$ cat src/rtl/ahb_des_slave_ctrl.sv
// AHB-Lite slave front end for a Triple-DES datapath.
// Provides key/control/status registers, an input block FIFO towards the core
// and a one-entry result buffer read back over the bus.
// Optional build macro DES_SLAVE_IRQ_EN adds CTRL.irq_en and a registered irq output.
module ahb_des_slave_ctrl #(
  parameter int ADDR_W     = 12,
  parameter int NUM_KEYS   = 3,
  parameter int FIFO_DEPTH = 4
) (
  input  logic                     HCLK,
  input  logic                     HRESET,
  input  logic                     HSEL,
  input  logic [ADDR_W-1:0]        HADDR,
  input  logic [1:0]               HTRANS,
  input  logic                     HWRITE,
  input  logic [2:0]               HSIZE,
  input  logic [2:0]               HBURST,
  input  logic [63:0]              HWDATA,
  input  logic                     HREADY,
  output logic                     HREADYOUT,
  output logic                     HRESP,
  output logic [63:0]              HRDATA,
  output logic                     core_valid,
  input  logic                     core_ready,
  output logic [63:0]              core_data,
  output logic                     core_mode,
  output logic [NUM_KEYS*64-1:0]   core_keys,
  input  logic                     res_valid,
  output logic                     res_ready,
  input  logic [63:0]              res_data
`ifdef DES_SLAVE_IRQ_EN
  ,
  output logic                     irq
`endif
);

  localparam int PTR_W  = (FIFO_DEPTH > 1) ? $clog2(FIFO_DEPTH) : 1;
  localparam int CNT_W  = PTR_W + 1;
  localparam int KIDX_W = ADDR_W - 3;

  typedef enum logic [1:0] {ST_IDLE = 2'd0, ST_DATA = 2'd1, ST_ERR = 2'd2} state_t;

  state_t              state_q, state_d;
  logic [ADDR_W-1:0]   dp_addr_q, dp_addr_d;
  logic                dp_write_q, dp_write_d;
  logic                dp_size_ok_q, dp_size_ok_d;
  logic                mode_q, mode_d;
  logic                irq_en_q, irq_en_d;
  logic                irq_q, irq_d;
  logic [63:0]         keys_q [NUM_KEYS];
  logic [63:0]         keys_d [NUM_KEYS];
  logic [63:0]         fifo_mem_q [FIFO_DEPTH];
  logic [63:0]         fifo_mem_d [FIFO_DEPTH];
  logic [PTR_W-1:0]    wr_ptr_q, wr_ptr_d, rd_ptr_q, rd_ptr_d;
  logic [CNT_W-1:0]    count_q, count_d;
  logic                result_valid_q, result_valid_d;
  logic [63:0]         result_q, result_d;

  logic [KIDX_W-1:0]   blk_s, key_off_s;
  logic                is_ctrl_s, is_stat_s, is_key_s, is_din_s, is_dout_s, mapped_s;
  logic                err_s, stall_s, commit_s, wr_commit_s, rd_commit_s;
  logic                push_s, pop_s, rpop_s, flush_s, full_s, empty_s, in_data_s;
  logic                irq_en_rd_s;
  logic [63:0]         key_rd_s;
  logic                unused_s;

  assign unused_s = ^{HTRANS[0], HBURST};

  // Decode the captured data-phase transfer and derive FIFO/commit qualifiers.
  always_comb begin
    blk_s     = dp_addr_q[ADDR_W-1:3];
    key_off_s = blk_s - KIDX_W'(2);
    is_ctrl_s = (blk_s == KIDX_W'(0));
    is_stat_s = (blk_s == KIDX_W'(1));
    is_key_s  = (blk_s >= KIDX_W'(2)) && (key_off_s < KIDX_W'(NUM_KEYS));
    is_din_s  = (blk_s == KIDX_W'(8));
    is_dout_s = (blk_s == KIDX_W'(9));
    mapped_s  = (dp_addr_q[2:0] == 3'b000) &&
                (is_ctrl_s || is_stat_s || is_key_s || is_din_s || is_dout_s);
    full_s    = (count_q == CNT_W'(FIFO_DEPTH));
    empty_s   = (count_q == CNT_W'(0));
    pop_s     = !empty_s && core_ready;
    in_data_s = (state_q == ST_DATA);
    err_s     = !dp_size_ok_q || !mapped_s ||
                (dp_write_q && (is_stat_s || is_dout_s)) ||
                (!dp_write_q && is_din_s) ||
                (!dp_write_q && is_dout_s && !result_valid_q);
    stall_s     = in_data_s && !err_s && dp_write_q && is_din_s && full_s && !pop_s;
    commit_s    = in_data_s && !err_s && !stall_s;
    wr_commit_s = commit_s && dp_write_q;
    rd_commit_s = commit_s && !dp_write_q;
    push_s      = wr_commit_s && is_din_s;
    rpop_s      = rd_commit_s && is_dout_s;
    flush_s     = wr_commit_s && is_ctrl_s && HWDATA[1];
    key_rd_s    = 64'h0;
    for (int k = 0; k < NUM_KEYS; k++) begin
      key_rd_s = (key_off_s == KIDX_W'(k)) ? keys_q[k] : key_rd_s;
    end
  end

`ifdef DES_SLAVE_IRQ_EN
  assign irq_en_rd_s = irq_en_q;
  assign irq         = irq_q;
`else
  assign irq_en_rd_s = 1'b0;
`endif

  // Bus response and read-data mux; HREADYOUT must see a same-cycle core pop.
  always_comb begin
    case (state_q)
      ST_IDLE: begin HREADYOUT = 1'b1;              HRESP = 1'b0;  end
      ST_DATA: begin HREADYOUT = !(err_s || stall_s); HRESP = err_s; end
      ST_ERR:  begin HREADYOUT = 1'b1;              HRESP = 1'b1;  end
      default: begin HREADYOUT = 1'b1;              HRESP = 1'b0;  end
    endcase
    if (rd_commit_s) begin
      if (is_ctrl_s)      HRDATA = {61'h0, irq_en_rd_s, 1'b0, mode_q};
      else if (is_stat_s) HRDATA = {48'h0, 8'(count_q), 5'h0, result_valid_q, full_s, empty_s};
      else if (is_dout_s) HRDATA = result_q;
      else if (is_key_s)  HRDATA = key_rd_s;
      else                HRDATA = 64'h0;
    end else begin
      HRDATA = 64'h0;
    end
  end

  // Core-facing outputs driven straight from state.
  always_comb begin
    core_valid = !empty_s;
    core_data  = fifo_mem_q[rd_ptr_q];
    core_mode  = mode_q;
    res_ready  = !result_valid_q;
    core_keys  = {(NUM_KEYS*64){1'b0}};
    for (int k = 0; k < NUM_KEYS; k++) begin
      core_keys[64*k +: 64] = keys_q[k];
    end
  end

  // Next-state: transfer FSM, registers, FIFO and result buffer.
  always_comb begin
    dp_addr_d    = dp_addr_q;
    dp_write_d   = dp_write_q;
    dp_size_ok_d = dp_size_ok_q;
    if (in_data_s && err_s) begin
      state_d = ST_ERR;
    end else if (stall_s) begin
      state_d = ST_DATA;
    end else if (HSEL && HREADY && HTRANS[1]) begin
      state_d      = ST_DATA;
      dp_addr_d    = HADDR;
      dp_write_d   = HWRITE;
      dp_size_ok_d = (HSIZE == 3'b011);
    end else begin
      state_d = ST_IDLE;
    end

    mode_d   = (wr_commit_s && is_ctrl_s) ? HWDATA[0] : mode_q;
`ifdef DES_SLAVE_IRQ_EN
    irq_en_d = (wr_commit_s && is_ctrl_s) ? HWDATA[2] : irq_en_q;
`else
    irq_en_d = 1'b0;
`endif
    irq_d    = result_valid_q && irq_en_q;

    keys_d = keys_q;
    for (int k = 0; k < NUM_KEYS; k++) begin
      keys_d[k] = (wr_commit_s && is_key_s && key_off_s == KIDX_W'(k)) ? HWDATA : keys_q[k];
    end

    fifo_mem_d = fifo_mem_q;
    if (push_s) fifo_mem_d[wr_ptr_q] = HWDATA;
    else        fifo_mem_d[wr_ptr_q] = fifo_mem_q[wr_ptr_q];

    // Flush wins over everything, including a pop the core makes this cycle.
    if (flush_s) begin
      wr_ptr_d = PTR_W'(0);
      rd_ptr_d = PTR_W'(0);
      count_d  = CNT_W'(0);
    end else begin
      wr_ptr_d = wr_ptr_q + PTR_W'(push_s);
      rd_ptr_d = rd_ptr_q + PTR_W'(pop_s);
      count_d  = count_q + CNT_W'(push_s) - CNT_W'(pop_s);
    end

    result_d = result_q;
    if (flush_s || rpop_s) begin
      result_valid_d = 1'b0;
    end else if (res_valid && !result_valid_q) begin
      result_valid_d = 1'b1;
      result_d       = res_data;
    end else begin
      result_valid_d = result_valid_q;
    end
  end

  // All state flops; reset aborts any transfer in progress.
  always_ff @(posedge HCLK or negedge HRESET) begin
    if (!HRESET) begin
      state_q        <= ST_IDLE;
      dp_addr_q      <= {ADDR_W{1'b0}};
      dp_write_q     <= 1'b0;
      dp_size_ok_q   <= 1'b0;
      mode_q         <= 1'b0;
      irq_en_q       <= 1'b0;
      irq_q          <= 1'b0;
      wr_ptr_q       <= PTR_W'(0);
      rd_ptr_q       <= PTR_W'(0);
      count_q        <= CNT_W'(0);
      result_valid_q <= 1'b0;
      result_q       <= 64'h0;
      for (int k = 0; k < NUM_KEYS; k++) keys_q[k] <= 64'h0;
      for (int i = 0; i < FIFO_DEPTH; i++) fifo_mem_q[i] <= 64'h0;
    end else begin
      state_q        <= state_d;
      dp_addr_q      <= dp_addr_d;
      dp_write_q     <= dp_write_d;
      dp_size_ok_q   <= dp_size_ok_d;
      mode_q         <= mode_d;
      irq_en_q       <= irq_en_d;
      irq_q          <= irq_d;
      wr_ptr_q       <= wr_ptr_d;
      rd_ptr_q       <= rd_ptr_d;
      count_q        <= count_d;
      result_valid_q <= result_valid_d;
      result_q       <= result_d;
      keys_q         <= keys_d;
      fifo_mem_q     <= fifo_mem_d;
    end
  end

endmodule

$ cat config.mk
export PLATFORM = sky130hd
export DESIGN_NAME = ahb_des_slave_ctrl
export DESIGN_NICKNAME = d
export VERILOG_FILES = /design/src/rtl/ahb_des_slave_ctrl.sv
export SDC_FILE = /design/constraint.sdc
export NUM_CORES = 1
export LEC_CHECK = 0
export CAP_MARGIN = 10
export CELL_PAD_IN_SITES_DETAIL_PLACEMENT = 1
export CELL_PAD_IN_SITES_GLOBAL_PLACEMENT = 2
export CORE_UTILIZATION = 39
export CTS_CLUSTER_DIAMETER = 40
export CTS_CLUSTER_SIZE = 16
export DETAILED_ROUTE_END_ITERATION = 12
export HOLD_SLACK_MARGIN = 0.12
export PLACE_DENSITY_LB_ADDON = 0.1
export RECOVER_POWER = 100
export SYNTH_ARGS = -nofsm -noshare
export SYNTH_HDL_FRONTEND = slang
export SYNTH_SLANG_ARGS = --single-unit
$ cat constraint.sdc
create_clock -name HCLK -period 6.8 [get_ports HCLK]
set_input_delay 1.36 -clock HCLK [delete_from_list [all_inputs] [get_ports HCLK]]
set_output_delay 1.36 -clock HCLK [all_outputs]
set_load 0.05 [all_outputs]
==> results.toml <==
[setup_path]
reg2regPathDepth = 9
path_common_cell = "clkbuf_1"
endpoint = "HRDATA[8]"
cpMaxStageDelayCell = "o41ai_4"
critPathCaptureType = "primary output"
path_class = "register to primary output"
r2r_end = "core_keys[108]$_DFFE_PN0P_"
r2r-start = "dp_addr_q[4]$_DFFE_PN0P_"
cp_max_fo = 43
crit_start = "dp_addr_q[4]$_DFFE_PN0P_"
cp.arrival_ns = 4.97
max_stage_delay_ns = 0.58
crit_required_ns = 5.44
crit_path_start_kind = "register"
path_cells = "inv_2 > ha_1 > nor3b_1 > mux2i_1 > or2_0 > o41ai_4 > nand4_4 > buf_4 > clkbuf_1 > a221oi_1 > clkbuf_1"
reg2reg_slack_ns = 0.84

[timing]
tns_ns = 0
finalHoldViolCount = 0
drv_slew = 821
layout_min_cycle_time_ns = 6.33
rsz0062_at_grt = "false"
clock_skew_ns = 0.0260
min_period_over_period_pct = 93.1
relSlewSlack_pct = -168
max_freq_mhz = 158
tightest_slew_ns = 4.02
finalSetupViolCount = 0

[global_route]
grt-ovfl-total = 0
grt_pass1_wl_mm = 120
grt_max_degree = 154
grt.total_usage_pct = 25.1
grt_pass1_vias = 18729
antenna_found_initial = 3

[cts]
clockRootBuffer = "clkbuf_16"
clock-sinks = 537
cts_tree = "yes"
clk_pin_slew_ns = 0.05
htreeDepth = 3
post_cts_resized = 0
cts_setup_buffers = 0
ctsHoldBuffers = 0
clkLatencyLatePin_ns = 0.64
cts_buffer_depth = 3
numCtsBuffers = 96

[synthesis]
yosysWarnings = 0
ys_async_sr_fraction_pct = 100
synth_cell_types = 60
synth_seq_area_share_pct = 54.8
synth_top_area_share_pct = 54.8
synth.net_count = 1850
synth_edf_count = 0
synth_area_leader_cell = "dfrtp_1"
synth_area_um2 = 24500
synth.avg_cell_area_um2 = 14.5
synth_ff_type = "dfrtp_1"
ys_seq_elements = 537
synth_area_leaders = "dfrtp_1 55%, mux2_2 20%, mux4_2 5.9%"
syn_inst = 1686

[die]
rows = 91
ios = 480
coreArea_um2 = 61900
die_h_um = 253
start_util_pct = 39.6
dieArea_um2 = 63800
dieWidth_um = 253

[drt]
num_vias = 16596
viasPerCell = 5.36
drc_errors = 0
post_drt_wl_per_cell_um = 25.5
dr.first_iter.drc_count = 623
postRouteAntennaNets = 0
finalWirelength_mm = 79.0
first_pass_iters = 5

[placed_design]
numPortBuffers = 475
dp_cells = 2921
dp_hpwl_mm = 52.1
placed_area_um2 = 29900
place.gp.congestion = 0.810

[finish]
layout_common_cells = "535 x dfrtp_1, 443 x mux2_2, 278 x dlygate4sd3_1, 152 x clkdlybuf4s50_1, 97 x clkbuf_16"
final_common_cell = "dfrtp_1"
syn_to_final_growth_pct = 34.8
fin_nets = 2346
fin_cells = 3099
final_area_um2 = 33000
n_fill_cell = 6064
drive_above_1_share_pct = 31.7

[flow_run]
cap_violations = 18

[run_status]
violations = "max-capacitance violations, max-slew violations"
outcome = "complete, but fails checks"

[hold_path]
hold_path.class = "register to register"

[power]
power_mw = 9.58
leakage_nw = 15.9
p_per_area_nw_per_um2 = 290
ir_worst_vdd_uv = 204
[worst min-delay path by stage]
stage	depth (start not counted)	endpoint	startpoint
2_1_floorplan	1	fifo_mem_q[207]$_DFFE_PN0P_	fifo_mem_q[207]$_DFFE_PN0P_
3_5_place_dp	1	fifo_mem_q[207]$_DFFE_PN0P_	fifo_mem_q[207]$_DFFE_PN0P_
6_report	1	fifo_mem_q[207]$_DFFE_PN0P_	fifo_mem_q[207]$_DFFE_PN0P_
5_1_grt	1	result_q[5]$_DFFE_PN0P_	result_q[5]$_DFFE_PN0P_
4_1_cts	1	fifo_mem_q[207]$_DFFE_PN0P_	fifo_mem_q[207]$_DFFE_PN0P_
3_3_place_gp	1	fifo_mem_q[208]$_DFFE_PN0P_	fifo_mem_q[208]$_DFFE_PN0P_
[metal layers]
metal | wire (um) | track usage [%] | vias to the layer above
li1 | - | - | 7216
met1 | 32400 | 31.2 | 8842
met2 | 40000 | 42.8 | 418
met4 | 1950 | 8.09 | 2
met5 | 11 | 0 | -
met3 | 4720 | 6.28 | 118
[area by class of cell]
class	count	area, um^2	area share [%]
antenna	2	5.00	0.0152
clock inverter	63	993	3.01
multi-input combinational	1023	10200	30.9
inverter	12	45.0	0.136
sequential	537	13400	40.7
timing repair buffer	512	4730	14.3
clock buffer	113	2570	7.77
tap	837	1050	3.17
[critical path, delay by kind of cell (launching register included)]
family	cells	cell delay (ns)
AOI/OAI and AO/OA	2	0.83
and+or+nand+nor	3	0.90
DFF	1	0.49
muxes	1	0.13
buffers and inverters	4	1.64
adders and majority gates	1	0.28
[through the flow]
step / hold slack (ns) / util (%) / setup WS (ns)
floorplan: 0.453 / - / 1.37
global placement: 0.464 / 48.3 / 1.30
detailed placement: 0.476 / 48.3 / 1.22
CTS: 0.487 / 54.0 / 0.563
global route: 0.503 / 53.3 / 0.199
finish: 0.488 / 53.3 / 0.467
[Yosys cell counts (8+ instances only)]
cell	instances
a22oi_1	60
buf_1	14
buf_2	11
buf_4	28
buf_6	20
clkbuf_1	41
dfrtp_1	537
ha_1	8
inv_1	12
mux2_1	72
mux2_2	446
mux2_4	10
mux2i_1	64
mux4_2	64
nand2_1	68
nor2_1	79
o21ai_0	67
[report_power, final]
part / switching, mW / total, mW / internal [mW] / leakage [nW]
Clock: 1.76 / 5.25 / 3.49 / 1.69
Sequential: 0.204 / 3.47 / 3.27 / 7.40
Combinational: 0.473 / 0.852 / 0.379 / 6.82
Total: 2.44 / 9.58 / 7.14 / 15.9
[state kept, by name, indices dropped and copies added (netlist names)]
| name | cells |
|---|---|
| fifo_mem_q | 256 |
| core_keys | 192 |
| result_q | 64 |
| dp_addr_q | 12 |
| count_q | 3 |
| rd_ptr_q | 2 |
| state_q | 2 |
| wr_ptr_q | 2 |
| core_mode | 1 |
| dp_size_ok_q | 1 |
| dp_write_q | 1 |
| result_valid_q | 1 |
[cell families after synthesis]
kind of cell    count (synthesis)  share of synthesized area, %
fa+ha+maj                       9                         0.490
xor+xnor                        5                         0.179
compound gates                156                          4.45
buf+inv                       126                          3.03
simple gates                  197                          4.09
mux                           656                          32.9
flops                         537                          54.8
(Power assumes the default switching activity.)
==> patch (config.mk and constraints unchanged) <==
Set the parameter `ADDR_W` to 13 (it was 12).
--- a/src/rtl/ahb_des_slave_ctrl.sv
+++ b/src/rtl/ahb_des_slave_ctrl.sv
@@ -5,3 +5,3 @@
 module ahb_des_slave_ctrl #(
-  parameter int ADDR_W     = 12,
+  parameter int ADDR_W     = 13,
   parameter int NUM_KEYS   = 3,
Interface: changed (resized HADDR); port bits go from 480 to 481. No check against the original RTL was run, so the function may have changed too.
==> patch against the original RTL <==
The run still ends with max-capacitance violations, max-slew violations left. Routed wire length shrank 1.5%. Worst setup slack gained 0.032 ns. Sequential cell count grew 1. Power shrank 0.34%. Count of clock-buffer cells in the layout grew 4. Area after synthesis shrank 0.68%. Sequential share of layout area shrank 0.24 points. Clock skew shrank 0.0079 ns. Non-clock buffer count shrank 6. First-iteration DRC count grew 12%. Synthesized cell count grew 0.30%. Design area grew 0.77%. Largest cell class unchanged.
==> patch: results (changes against the original RTL) <==
| Metric | Value |
|---|---|
| Outcome | `complete, but fails checks` |
| Failing checks | `max-capacitance violations, max-slew violations` |
| GR met2 Demand/Resource | `42.2% (-0.51 points)` |
| Yosys cell types | `57 (-5.0%)` |
| CP peak stage delay | `0.97 ns (+0.39 ns)` |
| VDD IR max | `0.198 mV (-3.0%)` |
| GRT met3 Usage | `6.16% (-0.12 points)` |
| Worst r2r dst | `core_keys[58]$_DFFE_PN0P_` |
| Depth of the worst register-to-register path | `10 (+1)` |
| Met1 WL | `32,600 um (+0.65%)` |
| Grt met1 use | `31.9% (+0.69 points)` |
| Routed met2 length | `38,800 um (-3.1%)` |
| Synth cell count leaders | `dfrtp_1 (538), mux2_2 (408), mux2_1 (120)` |
| Post-DP HPWL | `50,400 um (-3.3%)` |
| Vias in the first global route | `19,000 (+1.6%)` |
| Gpl congestion | `0.790 (-2.4%)` |
| Port Buf Inserts | `476 (+0.21%)` |
| Synth Net Count | `1,855 (+0.27%)` |
| TritonRoute pass-1 iters | `4 (-1)` |
| FF-to-FF setup slack | `0.61 ns (-0.23 ns)` |
| Largest net degree at the start of global routing | `131 (-15%)` |
| Pins Over Slew Limit | `525 (-36%)` |
| Clk_skew | `0.0181 ns (-0.00794 ns)` |
| Sequential area share after synthesis | `55.3% (+0.48 points)` |
| Synth Area in Adders | `0.442% (-0.048 points)` |
| Maxcap violations | `13 (-5)` |
| DR vias/cell | `5.35 (about the same)` |
| Worst setup endpoint | `HRDATA[0]` |
| 1st-iter DRT viols | `697 (+12%)` |
| WL final | `77,900 um (-1.5%)` |
## patch: cell types whose count changed in the layout (fill, tap and decap cells not counted), moves of 8 or more
cell / delta
nor2_1: -59
nor3_1: +55
clkbuf_1: -49
dlygate4sd3_1: +44
mux2_1: +38
mux2_2: -38
inv_6: +8
## patch: stage by stage
step / hold slack, ns / utilization (%) / worst slack [ns] / power, uW
CTS: 0.487 / 54.2 / 0.444 / 9700
finish: 0.485 / 53.9 / 0.499 / 9550
global route: 0.497 / 53.9 / 0.194 / 9890
global placement: 0.468 / 48.4 / 1.21 / 4400
floorplan: 0.459 / - / 1.46 / 3970
detailed placement: 0.476 / 48.4 / 1.14 / 4420
## patch: area by class of cell
type                    instances  area [um2]
diodes                          1        2.50
clock buffers                 117        2670
clock inverters                65         873
fillers                      6016       28400
inverters                      10        37.5
multi-input cells            1021       10200
flip-flops and latches        538       13500
well taps                     837        1050
repair buffers                506        5000
